File: src/rtl/apb_requester_if.sv
// Command/response stream plus APB bus bundle for apb_requester.
// master is the requester's view; slave is the view of whatever drives/serves it.
interface apb_requester_if #(
  parameter int ADDR_WIDTH = 4
);
  logic                  cmd_valid;
  logic                  cmd_ready;
  logic                  cmd_write;
  logic [ADDR_WIDTH-1:0] cmd_addr;
  logic [31:0]           cmd_wdata;

  logic                  rsp_valid;
  logic                  rsp_ready;
  logic [31:0]           rsp_rdata;
  logic                  rsp_error;

  logic [ADDR_WIDTH-1:0] apb_PADDR;
  logic                  apb_PSEL;
  logic                  apb_PENABLE;
  logic                  apb_PWRITE;
  logic [31:0]           apb_PWDATA;
  logic                  apb_PREADY;
  logic [31:0]           apb_PRDATA;

  modport master (
    input  cmd_valid, cmd_write, cmd_addr, cmd_wdata, rsp_ready, apb_PREADY, apb_PRDATA,
    output cmd_ready, rsp_valid, rsp_rdata, rsp_error,
           apb_PADDR, apb_PSEL, apb_PENABLE, apb_PWRITE, apb_PWDATA
  );

  modport slave (
    output cmd_valid, cmd_write, cmd_addr, cmd_wdata, rsp_ready, apb_PREADY, apb_PRDATA,
    input  cmd_ready, rsp_valid, rsp_rdata, rsp_error,
           apb_PADDR, apb_PSEL, apb_PENABLE, apb_PWRITE, apb_PWDATA
  );
endinterface

File: src/rtl/apb_requester.sv
// Single-outstanding APB initiator: command stream in, APB transfer, response stream out.
// Define ENDEAVOUR_APB_TIMEOUT_EN to abort ACCESS phases that stall for TIMEOUT_CYCLES.
module apb_requester #(
  parameter int ADDR_WIDTH     = 4,
  parameter int TIMEOUT_CYCLES = 256
) (
  input logic          clk,
  input logic          reset,
  apb_requester_if.master bus
);

  typedef enum logic [1:0] {IDLE, SETUP, ACCESS, RESP} state_t;

  if (TIMEOUT_CYCLES < 1) begin : g_bad_timeout
    $error("apb_requester: TIMEOUT_CYCLES must be at least 1");
  end

  state_t                state_reg, state_next;
  logic [ADDR_WIDTH-1:0] paddr_reg, paddr_next;
  logic                  pwrite_reg, pwrite_next;
  logic [31:0]           pwdata_reg, pwdata_next;
  logic                  psel_reg, psel_next;
  logic                  penable_reg, penable_next;
  logic                  rsp_valid_reg, rsp_valid_next;
  logic [31:0]           rsp_rdata_reg, rsp_rdata_next;
  logic                  rsp_error_reg, rsp_error_next;

`ifdef ENDEAVOUR_APB_TIMEOUT_EN
  localparam int CNT_W = $clog2(TIMEOUT_CYCLES + 1);
  // Abort fires in the ACCESS cycle that would bring the stall count to the limit.
  localparam logic [CNT_W-1:0] TMO_LAST = CNT_W'(TIMEOUT_CYCLES - 1);
  logic [CNT_W-1:0] tmo_cnt_reg, tmo_cnt_next;
`endif

  // Gated by reset so the handshake is closed while reset is held.
  assign bus.cmd_ready   = (state_reg == IDLE) && !reset;
  assign bus.apb_PADDR   = paddr_reg;
  assign bus.apb_PWRITE  = pwrite_reg;
  assign bus.apb_PWDATA  = pwdata_reg;
  assign bus.apb_PSEL    = psel_reg;
  assign bus.apb_PENABLE = penable_reg;
  assign bus.rsp_valid   = rsp_valid_reg;
  assign bus.rsp_rdata   = rsp_rdata_reg;
  assign bus.rsp_error   = rsp_error_reg;

  always_ff @(posedge clk or posedge reset) begin
    if (reset) begin
      state_reg     <= IDLE;
      paddr_reg     <= '0;
      pwrite_reg    <= 1'b0;
      pwdata_reg    <= '0;
      psel_reg      <= 1'b0;
      penable_reg   <= 1'b0;
      rsp_valid_reg <= 1'b0;
      rsp_rdata_reg <= '0;
      rsp_error_reg <= 1'b0;
`ifdef ENDEAVOUR_APB_TIMEOUT_EN
      tmo_cnt_reg   <= '0;
`endif
    end else begin
      state_reg     <= state_next;
      paddr_reg     <= paddr_next;
      pwrite_reg    <= pwrite_next;
      pwdata_reg    <= pwdata_next;
      psel_reg      <= psel_next;
      penable_reg   <= penable_next;
      rsp_valid_reg <= rsp_valid_next;
      rsp_rdata_reg <= rsp_rdata_next;
      rsp_error_reg <= rsp_error_next;
`ifdef ENDEAVOUR_APB_TIMEOUT_EN
      tmo_cnt_reg   <= tmo_cnt_next;
`endif
    end
  end

  always_comb begin
    state_next     = state_reg;
    paddr_next     = paddr_reg;
    pwrite_next    = pwrite_reg;
    pwdata_next    = pwdata_reg;
    psel_next      = psel_reg;
    penable_next   = penable_reg;
    rsp_valid_next = rsp_valid_reg;
    rsp_rdata_next = rsp_rdata_reg;
    rsp_error_next = rsp_error_reg;
`ifdef ENDEAVOUR_APB_TIMEOUT_EN
    tmo_cnt_next   = tmo_cnt_reg;
`endif

    case (state_reg)
      IDLE: begin
        if (bus.cmd_valid) begin
          paddr_next  = bus.cmd_addr;
          pwrite_next = bus.cmd_write;
          pwdata_next = bus.cmd_wdata;
          psel_next   = 1'b1;
          state_next  = SETUP;
        end
      end
      SETUP: begin
        penable_next = 1'b1;
        state_next   = ACCESS;
`ifdef ENDEAVOUR_APB_TIMEOUT_EN
        tmo_cnt_next = '0;
`endif
      end
      ACCESS: begin
        if (bus.apb_PREADY) begin
          rsp_rdata_next = pwrite_reg ? 32'h0 : bus.apb_PRDATA;
          rsp_error_next = 1'b0;
          rsp_valid_next = 1'b1;
          psel_next      = 1'b0;
          penable_next   = 1'b0;
          state_next     = RESP;
        end
`ifdef ENDEAVOUR_APB_TIMEOUT_EN
        else if (tmo_cnt_reg == TMO_LAST) begin
          rsp_rdata_next = 32'h0;
          rsp_error_next = 1'b1;
          rsp_valid_next = 1'b1;
          psel_next      = 1'b0;
          penable_next   = 1'b0;
          state_next     = RESP;
        end else begin
          tmo_cnt_next = tmo_cnt_reg + 1'b1;
        end
`endif
      end
      RESP: begin
        if (bus.rsp_ready) begin
          rsp_valid_next = 1'b0;
          state_next     = IDLE;
        end
      end
      default: state_next = IDLE;
    endcase
  end

endmodule

File: src/flat_wrapper.sv
// flat-port wrapper written by rule: the top's interface ports become plain ports
module apb_requester_flat 
#(
  parameter int ADDR_WIDTH     = 4,
  parameter int TIMEOUT_CYCLES = 256
)
  (clk, reset, bus_cmd_valid, bus_cmd_write, bus_cmd_addr, bus_cmd_wdata, bus_rsp_ready, bus_apb_PREADY, bus_apb_PRDATA, bus_cmd_ready, bus_rsp_valid, bus_rsp_rdata, bus_rsp_error, bus_apb_PADDR, bus_apb_PSEL, bus_apb_PENABLE, bus_apb_PWRITE, bus_apb_PWDATA);
  apb_requester_if #(.ADDR_WIDTH(ADDR_WIDTH)) bus_i ();
  input logic clk;
  input logic reset;
  input wire logic [$bits(bus_i.cmd_valid)-1:0] bus_cmd_valid;
  input wire logic [$bits(bus_i.cmd_write)-1:0] bus_cmd_write;
  input wire logic [$bits(bus_i.cmd_addr)-1:0] bus_cmd_addr;
  input wire logic [$bits(bus_i.cmd_wdata)-1:0] bus_cmd_wdata;
  input wire logic [$bits(bus_i.rsp_ready)-1:0] bus_rsp_ready;
  input wire logic [$bits(bus_i.apb_PREADY)-1:0] bus_apb_PREADY;
  input wire logic [$bits(bus_i.apb_PRDATA)-1:0] bus_apb_PRDATA;
  output wire logic [$bits(bus_i.cmd_ready)-1:0] bus_cmd_ready;
  output wire logic [$bits(bus_i.rsp_valid)-1:0] bus_rsp_valid;
  output wire logic [$bits(bus_i.rsp_rdata)-1:0] bus_rsp_rdata;
  output wire logic [$bits(bus_i.rsp_error)-1:0] bus_rsp_error;
  output wire logic [$bits(bus_i.apb_PADDR)-1:0] bus_apb_PADDR;
  output wire logic [$bits(bus_i.apb_PSEL)-1:0] bus_apb_PSEL;
  output wire logic [$bits(bus_i.apb_PENABLE)-1:0] bus_apb_PENABLE;
  output wire logic [$bits(bus_i.apb_PWRITE)-1:0] bus_apb_PWRITE;
  output wire logic [$bits(bus_i.apb_PWDATA)-1:0] bus_apb_PWDATA;
  assign bus_i.cmd_valid = bus_cmd_valid;
  assign bus_i.cmd_write = bus_cmd_write;
  assign bus_i.cmd_addr = bus_cmd_addr;
  assign bus_i.cmd_wdata = bus_cmd_wdata;
  assign bus_i.rsp_ready = bus_rsp_ready;
  assign bus_i.apb_PREADY = bus_apb_PREADY;
  assign bus_i.apb_PRDATA = bus_apb_PRDATA;
  assign bus_cmd_ready = bus_i.cmd_ready;
  assign bus_rsp_valid = bus_i.rsp_valid;
  assign bus_rsp_rdata = bus_i.rsp_rdata;
  assign bus_rsp_error = bus_i.rsp_error;
  assign bus_apb_PADDR = bus_i.apb_PADDR;
  assign bus_apb_PSEL = bus_i.apb_PSEL;
  assign bus_apb_PENABLE = bus_i.apb_PENABLE;
  assign bus_apb_PWRITE = bus_i.apb_PWRITE;
  assign bus_apb_PWDATA = bus_i.apb_PWDATA;
  apb_requester #(.ADDR_WIDTH(ADDR_WIDTH), .TIMEOUT_CYCLES(TIMEOUT_CYCLES)) u_core (.clk(clk), .reset(reset), .bus(bus_i));
endmodule
File: config.mk
export PLATFORM = sky130hd
export DESIGN_NAME = apb_requester_flat
export DESIGN_NICKNAME = d
export VERILOG_FILES = /design/src/rtl/apb_requester_if.sv /design/src/rtl/apb_requester.sv /design/src/flat_wrapper.sv
export SDC_FILE = /design/constraint.sdc
export NUM_CORES = 1
export LEC_CHECK = 0
export CORE_MARGIN = 1.5
export CORE_UTILIZATION = 43
export CTS_CLUSTER_DIAMETER = 200
export DETAILED_ROUTE_END_ITERATION = 10
export PLACE_DENSITY = 0.94
export SLEW_MARGIN = 20
export SYNTH_ARGS = -nofsm -noshare
export SYNTH_HDL_FRONTEND = slang
export SYNTH_SLANG_ARGS = --single-unit
File: constraint.sdc
create_clock -name clk -period 4.7 [get_ports clk]
set_clock_uncertainty 0.2 [all_clocks]
set_input_delay 0.94 -clock clk [delete_from_list [all_inputs] [get_ports clk]]
set_output_delay 0.94 -clock clk [all_outputs]
set_load 0.03 [all_outputs]
==> results of run 1 <==
## stage by stage
step | instance area, µm² | setup WS [ns] | std cells | hold slack [ns]
after floorplan | 3020 | 1.678 | 250 | 0.3365
after global placement | 4556 | 1.395 | 480 | 0.2604
after detailed placement | 4556 | 1.387 | 480 | 0.2708
after CTS | 4782 | 1.387 | 496 | 0.2892
after global routing | 4782 | 1.360 | 496 | 0.3089
final | 4782 | 1.395 | 496 | 0.2835
## worst min path at each step
stage                                   from                  endpoint  slack, ns  cells past startpoint
floorplan                u_core.state_reg[1]       u_core.state_reg[1]       0.34                      1
global placement    u_core.bus.rsp_rdata[21]  u_core.bus.rsp_rdata[21]       0.26                      2
detailed placement  u_core.bus.rsp_rdata[26]  u_core.bus.rsp_rdata[26]       0.27                      2
CTS                  u_core.bus.rsp_rdata[8]   u_core.bus.rsp_rdata[8]       0.29                      2
global route        u_core.bus.rsp_rdata[28]  u_core.bus.rsp_rdata[28]       0.31                      2
finish              u_core.bus.rsp_rdata[26]  u_core.bus.rsp_rdata[26]       0.28                      2
## area by class of cell
cell class / instances / area share, %
Tap cell: 96 / 2.512
Timing Repair Buffer: 147 / 30.72
Multi-Input combinational cell: 157 / 22.84
Clock buffer: 10 / 2.878
Clock inverter: 6 / 1.858
Sequential cell: 74 / 38.72
Inverter: 6 / 0.4710
## synth_stat cells
cell	count	area share (%)
a222oi_1	1	0.33
a22o_1	1	0.29
buf_2	3	0.50
buf_4	1	0.25
clkbuf_1	9	1.1
conb_1	1	0.12
dfrtp_1	74	61
ha_1	6	2.5
inv_1	6	0.75
mux2_1	1	0.37
mux2_2	37	14
mux2i_1	3	0.99
nand2_1	35	4.3
nand2_2	1	0.21
nand2b_1	33	6.8
nor2_1	1	0.12
nor2b_1	1	0.21
o21ai_0	36	6.0
## kinds of logic (layout without fill, tap and decap cells)
family                   after synthesis  after routing  synth area share (%)
AO/OA/AOI/OAI                         38             38                 6.587
adder cells (fa/ha/maj)                6              6                 2.485
buffers and inverters                 19            169                 2.610
flip-flops                            74             74                 61.31
multiplexers                          41             41                 15.16
other                                  1              1                0.1242
AND/OR/NAND/NOR                       71             71                 11.72
## per-layer routing
layer | vias to the layer above | track usage (%) | share of wire [%]
met5 | - | 0 | 0
met4 | 0 | 7.038 | 0.80
met3 | 6 | 6.000 | 8.7
met2 | 107 | 30.37 | 50
met1 | 1096 | 22.60 | 41
li1 | 1115 | - | -
## cells in the final DEF, fill, tap and decap left out, types with 2 or more instances in the layout
cell type | netlist | routed
mux2i_1 | 3 | 3
inv_1 | 6 | 5
clkinvlp_4 | 0 | 2
nand2_2 | 1 | 2
mux2_2 | 37 | 37
o21ai_0 | 36 | 36
bufinv_16 | 0 | 2
ha_1 | 6 | 6
nand2b_1 | 33 | 33
dfrtp_1 | 74 | 74
clkdlybuf4s50_1 | 0 | 146
clkbuf_8 | 0 | 10
nand2_1 | 35 | 34
## power by group through the flow
| stage | clock [mW] | combinational [mW] | sequential, mW |
|---|---|---|---|
| after floorplan | 0 | 0.527 | 1.71 |
| after global placement | 0 | 1.83 | 1.13 |
| after detailed placement | 0 | 1.89 | 1.15 |
| after CTS | 0.560 | 1.89 | 1.14 |
| after global routing | 0.592 | 1.99 | 1.18 |
| final | 0.547 | 1.87 | 1.14 |
## worst min-delay path, stage by stage, from the launching register on
cell	delay, ns
dfrtp_1	0.35
nand2_1	0.04
o21ai_0	0.06
==> metrics.yaml, run 1 <==
power:
  powerDensity_nw_per_um2: 742.3
  swShare_pct: 40.32
  ir_drop_v: 0.0003963
  power_leakage_nw: 2.055
  fin_total_pwr_mw: 3.550
  p_switching_mw: 1.431
  seqPwrFrac_pct: 32.0
  comb_power_share_pct: 52.6
  power.share.clock_pct: 15.4
  intPower_mw: 2.118
yosys:
  synth_seq_area_share_pct: 61.31
  ys_types: 18
  syn-cell-area_um2: 3020
  synthCells: 250
  syn_area_per_cell_um2: 12.08
  syn_nets: 330
  synth-seq-cells: 74
  yosys_warnings: 0
clock_tree:
  cts.repair.resized: 0
  numCtsBuffers: 9
  cts_num_sinks: 74
  clkLatencyLatePin_ns: 0.33
  cts_max_path_buffers: 2
  clkTransAtPathRegs_ns: 0.08
  clockRootBuffer: "clkbuf_8"
  cts_hold_buf: 0
  cts_tree: "built"
  post-cts-setup-buffers: 0
  h-tree-depth: 3
timing:
  hold_violations: 0
  relSlewSlack_pct: 38.76
  clock.fmax_mhz: 302.6
  finalSetupViolCount: 0
  fin_crit_sh_pct: 70.32
  tightest_slew_ns: 0.9153
  finalSetupTns_ns: 0
  rsz0062_at_grt: "false"
  period_needed_ns: 3.305
  slew_violations: 0
floorplan:
  die_w_um: 86.81
  core_area_um2: 6794
  initial_core_util_pct: 44.46
  dieArea_um2: 7536
  placementRows: 30
  pin_count: 148
  fp.dieH_um: 86.81
final_layout:
  layout-drive-gt1-share_pct: 14.25
  register_area_um2: 1852
  multi_input_area_um2: 1092
  final_util_pct: 70.39
  area_growth_pct: 58.33
  diodes: 0
  fin_nets: 475
  nFillCells: 516
routing:
  dr_total_vias: 2324
  first_pass_iters: 4
  route.detailed.wl_per_inst_um: 13.67
  wl_mm: 6.780
  initialDrtViolationCount: 39
  drc: 0
  avgViaCountPerCell: 4.685
  ant_nets: 0
critical_path:
  cp-start-kind: "primary input"
  reg2reg_depth: 4
  cp_data_required_time_ns: 3.56
  critPathMaxFanout: 2
  crit_start: "reset"
  cp.depth: 3
  arrival_ns: 2.17
  reg2reg_slack_ns: 2.51
  path_cells: "clkdlybuf4s50_1 > nor2b_1 > clkdlybuf4s50_1"
  worstSetupPathType: "primary input to output pin"
  end_kind: "output pin"
  max_stage_delay_ns: 0.67
  r2r-end: "u_core.bus.apb_PWDATA[7]"
  crit_end: "bus_cmd_ready"
  cp_top_family: "buffers and inverters"
  path_buf_inv: 2
  critical-path-slowest-cell: "clkdlybuf4s50_1"
  reg2reg_from: "u_core.state_reg[1]"
  cp_common_cell: "clkdlybuf4s50_1"
placed_design:
  io_buffers: 146
  gp_congestion: 0.7417
  hpwl_mm: 5.013
global_routing:
  grt.total_usage_pct: 18.47
  grt_overflow: 0
  grt_max_degree: 65
  grt_pass1_wl_mm: 10.78
  first_global_vias: 2261
  antenna_found_initial: 0
run_status:
  status: "completed"
hold_path:
  hold_class: "flop to flop"
run:
  cap_violations: 0
No activity file was read; power rests on OpenSTA's default activity.
==> run 2: changes to the inputs <==
--- a/config.mk
+++ b/config.mk
@@ -6,10 +6,10 @@
 export NUM_CORES = 1
 export LEC_CHECK = 0
 export CORE_MARGIN = 1.5
-export CORE_UTILIZATION = 43
+export CORE_UTILIZATION = 36
 export CTS_CLUSTER_DIAMETER = 200
 export DETAILED_ROUTE_END_ITERATION = 10
-export PLACE_DENSITY = 0.94
+export PLACE_DENSITY = 0.85
 export SLEW_MARGIN = 20
 export SYNTH_ARGS = -nofsm -noshare
 export SYNTH_HDL_FRONTEND = slang
==> constraint.sdc (replaced) <==
create_clock -name clk -period 2.7 [get_ports clk]
set_clock_uncertainty 0.2 [all_clocks]
set_input_delay 0.54 -clock clk [delete_from_list [all_inputs] [get_ports clk]]
set_output_delay 0.54 -clock clk [all_outputs]
set_load 0.03 [all_outputs]
==> metrics.yaml, run 2 (synthesized netlist as in run 1, its figures left out) <==
power:
  fin_total_pwr_mw: 6.209
  swShare_pct: 40.25
  power_leakage_nw: 2.087
  p_switching_mw: 2.499
  ir_drop_v: 0.0005190
  intPower_mw: 3.710
  power.share.clock_pct: 15.3
  comb_power_share_pct: 53.5
  powerDensity_nw_per_um2: 1283
  seqPwrFrac_pct: 31.1
timing:
  finalSetupViolCount: 0
  slew_violations: 0
  rsz0062_at_grt: "false"
  relSlewSlack_pct: 62.87
  fin_crit_sh_pct: 91.28
  tightest_slew_ns: 0.5569
  clock.fmax_mhz: 405.7
  finalSetupTns_ns: 0
  period_needed_ns: 2.465
  hold_violations: 0
  setup_slack_ns: 0.2353
floorplan:
  die_w_um: 94.60
  initial_core_util_pct: 36.95
  pin_count: 148
  dieArea_um2: 8948
  placementRows: 33
  core_area_um2: 8175
  fp.dieH_um: 94.60
routing:
  initialDrtViolationCount: 67
  route.detailed.wl_per_inst_um: 13.59
  drc: 0
  ant_nets: 0
  first_pass_iters: 4
  wl_mm: 6.905
  avgViaCountPerCell: 4.608
  dr_total_vias: 2341
final_layout:
  final_cell_mix: "145 x clkdlybuf4s50_1, 74 x dfrtp_1, 37 x mux2_2"
  diodes: 0
  mostFrequentLayoutCell: "clkdlybuf4s50_1"
  fin_nets: 478
  area_growth_pct: 60.27
  layout-drive-gt1-share_pct: 14.89
run_status:
  status: "completed"
clock_tree:
  h-tree-depth: 3
  clockRootBuffer: "clkbuf_8"
  numCtsBuffers: 9
  cts_num_sinks: 74
  cts.repair.resized: 1
  clkLatencyLatePin_ns: 0.33
  clkTransAtPathRegs_ns: 0.07
  cts_hold_buf: 0
  cts_max_path_buffers: 2
  cts_tree: "built"
  post-cts-setup-buffers: 0
critical_path:
  r2r-end: "u_core.state_reg[1]"
  cp_data_required_time_ns: 1.96
  crit_start: "u_core.state_reg[0]"
  max_stage_delay_ns: 0.41
  reg2reg_from: "u_core.state_reg[0]"
  critical-path-slowest-cell: "dfrtp_1"
  path_cells: "inv_1 > ha_1 > nor2b_1 > dlygate4sd2_1"
  critPathMaxFanout: 5
  reg2reg_depth: 4
  end_kind: "output pin"
  cp-start-kind: "flop"
  arrival_ns: 1.72
  reg2reg_slack_ns: 0.67
  worstSetupPathType: "flop to output pin"
global_routing:
  first_global_vias: 2286
  antenna_found_initial: 0
  grt.total_usage_pct: 15.81
  grt_max_degree: 75
  grt_pass1_wl_mm: 10.78
  grt_overflow: 0
run:
  cap_violations: 0
hold_path:
  hold_path_depth: 2
  holdPathEnd: "u_core.bus.rsp_rdata[15]"
  worstHoldStart: "u_core.bus.rsp_rdata[15]"
  hold_class: "flop to flop"
placed_design:
  hpwl_mm: 5.063
  io_buffers: 146
  gp_congestion: 0.8289
  place_ws_ns: 0.1743
==> run 2: worst max path at each step <==
stage / slack, ns / end
after floorplan: 0.08 / u_core.bus.apb_PADDR[0]
after global placement: 0.20 / bus_cmd_ready
after detailed placement: 0.17 / bus_cmd_ready
after CTS: 0.23 / bus_cmd_ready
after global routing: 0.11 / bus_cmd_ready
final: 0.24 / bus_cmd_ready
==> run 2: final cells by class <==
class / instances / area (µm²)
fill: 664 / 3334
timing repair buffer: 150 / 1515
tap: 105 / 131.4
multi-input combinational: 157 / 1092
inverter: 6 / 22.52
sequential: 74 / 1852
clock buffer: 10 / 137.6
clock inverter: 6 / 90.09
==> run 2: critical path: cells and delay by family (launching register included) <==
kind	cells	cell delay, ns
adders and majority gates	1	0.27
buffers and inverters	2	0.56
DFF	1	0.41
and+or+nand+nor	1	0.15
==> run 2: per-layer routing <==
layer | up-vias | GRT usage [%] | wire [µm] | part of all wire, %
met5 | - | 0 | 0 | 0
met4 | 0 | 5.970 | 121 | 1.8
met3 | 12 | 7.005 | 751 | 11
met2 | 115 | 25.78 | 3243 | 47
met1 | 1098 | 18.33 | 2788 | 40
li1 | 1116 | - | - | -
==> run 2: power by group through the flow <==
stage               combinational, mW  clock (mW)  sequential [mW]
finish                           3.32       0.952             1.93
global route                     3.56        1.04             2.00
CTS                              3.37       0.982             1.94
detailed placement               3.37           0             1.96
global placement                 3.30           0             1.92
floorplan                       0.917           0             2.97
==> run 2: through the flow <==
step	utilization, %	cells	area [µm²]	hold slack, ns
CTS	59.21	508	4841	0.2861
global route	59.21	508	4841	0.3103
floorplan	-	250	3020	0.3365
detailed placement	56.44	492	4614	0.2693
global placement	56.44	492	4614	0.2607
finish	59.21	508	4841	0.2801
==> run 3: changes to the inputs <==
--- a/config.mk
+++ b/config.mk
@@ -6,10 +6,10 @@
 export NUM_CORES = 1
 export LEC_CHECK = 0
 export CORE_MARGIN = 1.5
-export CORE_UTILIZATION = 36
+export CORE_UTILIZATION = 40
 export CTS_CLUSTER_DIAMETER = 200
 export DETAILED_ROUTE_END_ITERATION = 10
-export PLACE_DENSITY = 0.85
+export PLACE_DENSITY = 0.88
 export SLEW_MARGIN = 20
 export SYNTH_ARGS = -nofsm -noshare
 export SYNTH_HDL_FRONTEND = slang
==> constraint.sdc (replaced) <==
create_clock -name clk -period 2.8 [get_ports clk]
set_clock_uncertainty 0.2 [all_clocks]
set_input_delay 0.56 -clock clk [delete_from_list [all_inputs] [get_ports clk]]
set_output_delay 0.56 -clock clk [all_outputs]
set_load 0.03 [all_outputs]
==> metrics.yaml, run 3 (synthesized netlist as in run 1, its figures left out) <==
placed_design:
  placedCellCount: 487
  io_buffers: 146
  gp_congestion: 0.7295
  hpwl_mm: 5.320
floorplan:
  initial_core_util_pct: 41.42
  core_area_um2: 7292
  dieArea_um2: 8081
  fp.dieH_um: 89.90
  die_w_um: 89.90
  pin_count: 148
  placementRows: 31
clock_tree:
  clkTransAtPathRegs_ns: 0.08
  clkLatencyLatePin_ns: 0.33
  clockRootBuffer: "clkbuf_8"
  post-cts-setup-buffers: 0
  cts.repair.resized: 0
  cts_hold_buf: 0
  numCtsBuffers: 9
  cts_num_sinks: 74
  h-tree-depth: 3
  cts_max_path_buffers: 2
  cts_tree: "built"
final_layout:
  fin_nets: 479
  area_growth_pct: 60.40
  final_cells: 503
  final_util_pct: 66.44
  final_cell_mix: "145 x clkdlybuf4s50_1, 74 x dfrtp_1, 37 x mux2_2"
  layout-drive-gt1-share_pct: 15.10
  mostFrequentLayoutCell: "clkdlybuf4s50_1"
  diodes: 0
global_routing:
  grt_pass1_wl_mm: 11.98
  antenna_found_initial: 0
  grt.total_usage_pct: 18.53
  grt_max_degree: 51
  first_global_vias: 2432
  grt_overflow: 0
power:
  p_switching_mw: 2.409
  seqPwrFrac_pct: 31.1
  power_leakage_nw: 2.100
  intPower_mw: 3.582
  swShare_pct: 40.21
  comb_power_share_pct: 53.7
  powerDensity_nw_per_um2: 1237
  ir_drop_v: 0.0005719
  fin_total_pwr_mw: 5.991
  power.share.clock_pct: 15.2
routing:
  first_pass_iters: 6
  wl_mm: 6.932
  avgViaCountPerCell: 4.692
  dr_total_vias: 2360
  drc: 0
  route.detailed.wl_per_inst_um: 13.78
  ant_nets: 0
  initialDrtViolationCount: 97
critical_path:
  path_cells: "inv_1 > ha_1 > nor2b_1 > dlymetal6s2s_1"
  critical-path-slowest-cell: "dfrtp_1"
  crit_start: "u_core.state_reg[0]"
  worstSetupPathType: "flop to output pin"
  cp_data_required_time_ns: 2.04
  max_stage_delay_ns: 0.40
  critPathMaxFanout: 5
  arrival_ns: 1.59
  cp-start-kind: "flop"
  end_kind: "output pin"
  reg2reg_from: "u_core.state_reg[1]"
timing:
  fin_crit_sh_pct: 83.93
  period_needed_ns: 2.350
  slew_violations: 0
  finalSetupViolCount: 0
  rsz0062_at_grt: "false"
  hold_violations: 0
  finalSetupTns_ns: 0
  clock.fmax_mhz: 425.5
hold_path:
  hold_class: "primary input to asynchronous set/reset pin"
run:
  cap_violations: 0
run_status:
  status: "completed"
==> run 3: changes by cell type in the layout (fill, tap and decap cells not counted), sizes merged <==
cell	change
dlygate4sd2	-1
clkinv	-1
dlymetal6s2s	+1
clkinvlp	+1
buf	+1
==> run 3: worst paths after layout <==
path                       cells past startpoint                       end  slack (ns)
max                                            4             bus_cmd_ready        0.45
min                                            2      u_core.bus.rsp_valid        0.23
max reg2reg                                    4       u_core.state_reg[1]        0.85
min reg2reg                                    2   u_core.bus.rsp_rdata[9]        0.28
max in group asynchronous                      3  u_core.bus.rsp_rdata[21]        1.63
min in group clk                               2   u_core.bus.rsp_rdata[9]        0.28
==> run 3: final cells by class <==
type	instances	area, µm²
timing repair buffer	151	1526
sequential	74	1852
inverter	6	23.77
multi-input combinational	157	1092
clock inverter	6	88.84
clock buffer	10	137.6
tap	99	123.9
fill	567	2447
==> run 3: power by group through the flow <==
stage	Sequential, mW	Clock [mW]	Combinational (mW)
floorplan	2.86	0	0.885
global route	1.93	0.991	3.43
finish	1.86	0.911	3.22
CTS	1.87	0.937	3.26
detailed placement	1.88	0	3.26
global placement	1.85	0	3.17
==> run 3: through the flow <==
| stage | instance area, µm² | setup slack (ns) | hold WS [ns] |
|---|---|---|---|
| finish | 4845 | 0.4498 | 0.2343 |
| global route | 4845 | 0.3392 | 0.2405 |
| CTS | 4842 | 0.02550 | 0.2281 |
| detailed placement | 4616 | 0.2340 | 0.2707 |
| global placement | 4616 | 0.2480 | 0.2627 |
| floorplan | 3020 | 0.1584 | 0.3365 |
==> run 3: per-layer routing <==
layer	share of wire (%)	track usage (%)	vias up
li1	-	-	1125
met1	42	23.56	1098
met2	48	29.83	122
met3	8.1	5.076	15
met4	2.6	7.937	0
met5	0	0	-
==> run 3: worst max-delay path, delay by kind of cell, from the launching register on <==
family        cells  cell delay (ns)
fa+ha+maj         1             0.27
simple gates      1             0.15
flops             1             0.40
buf+inv           2             0.44
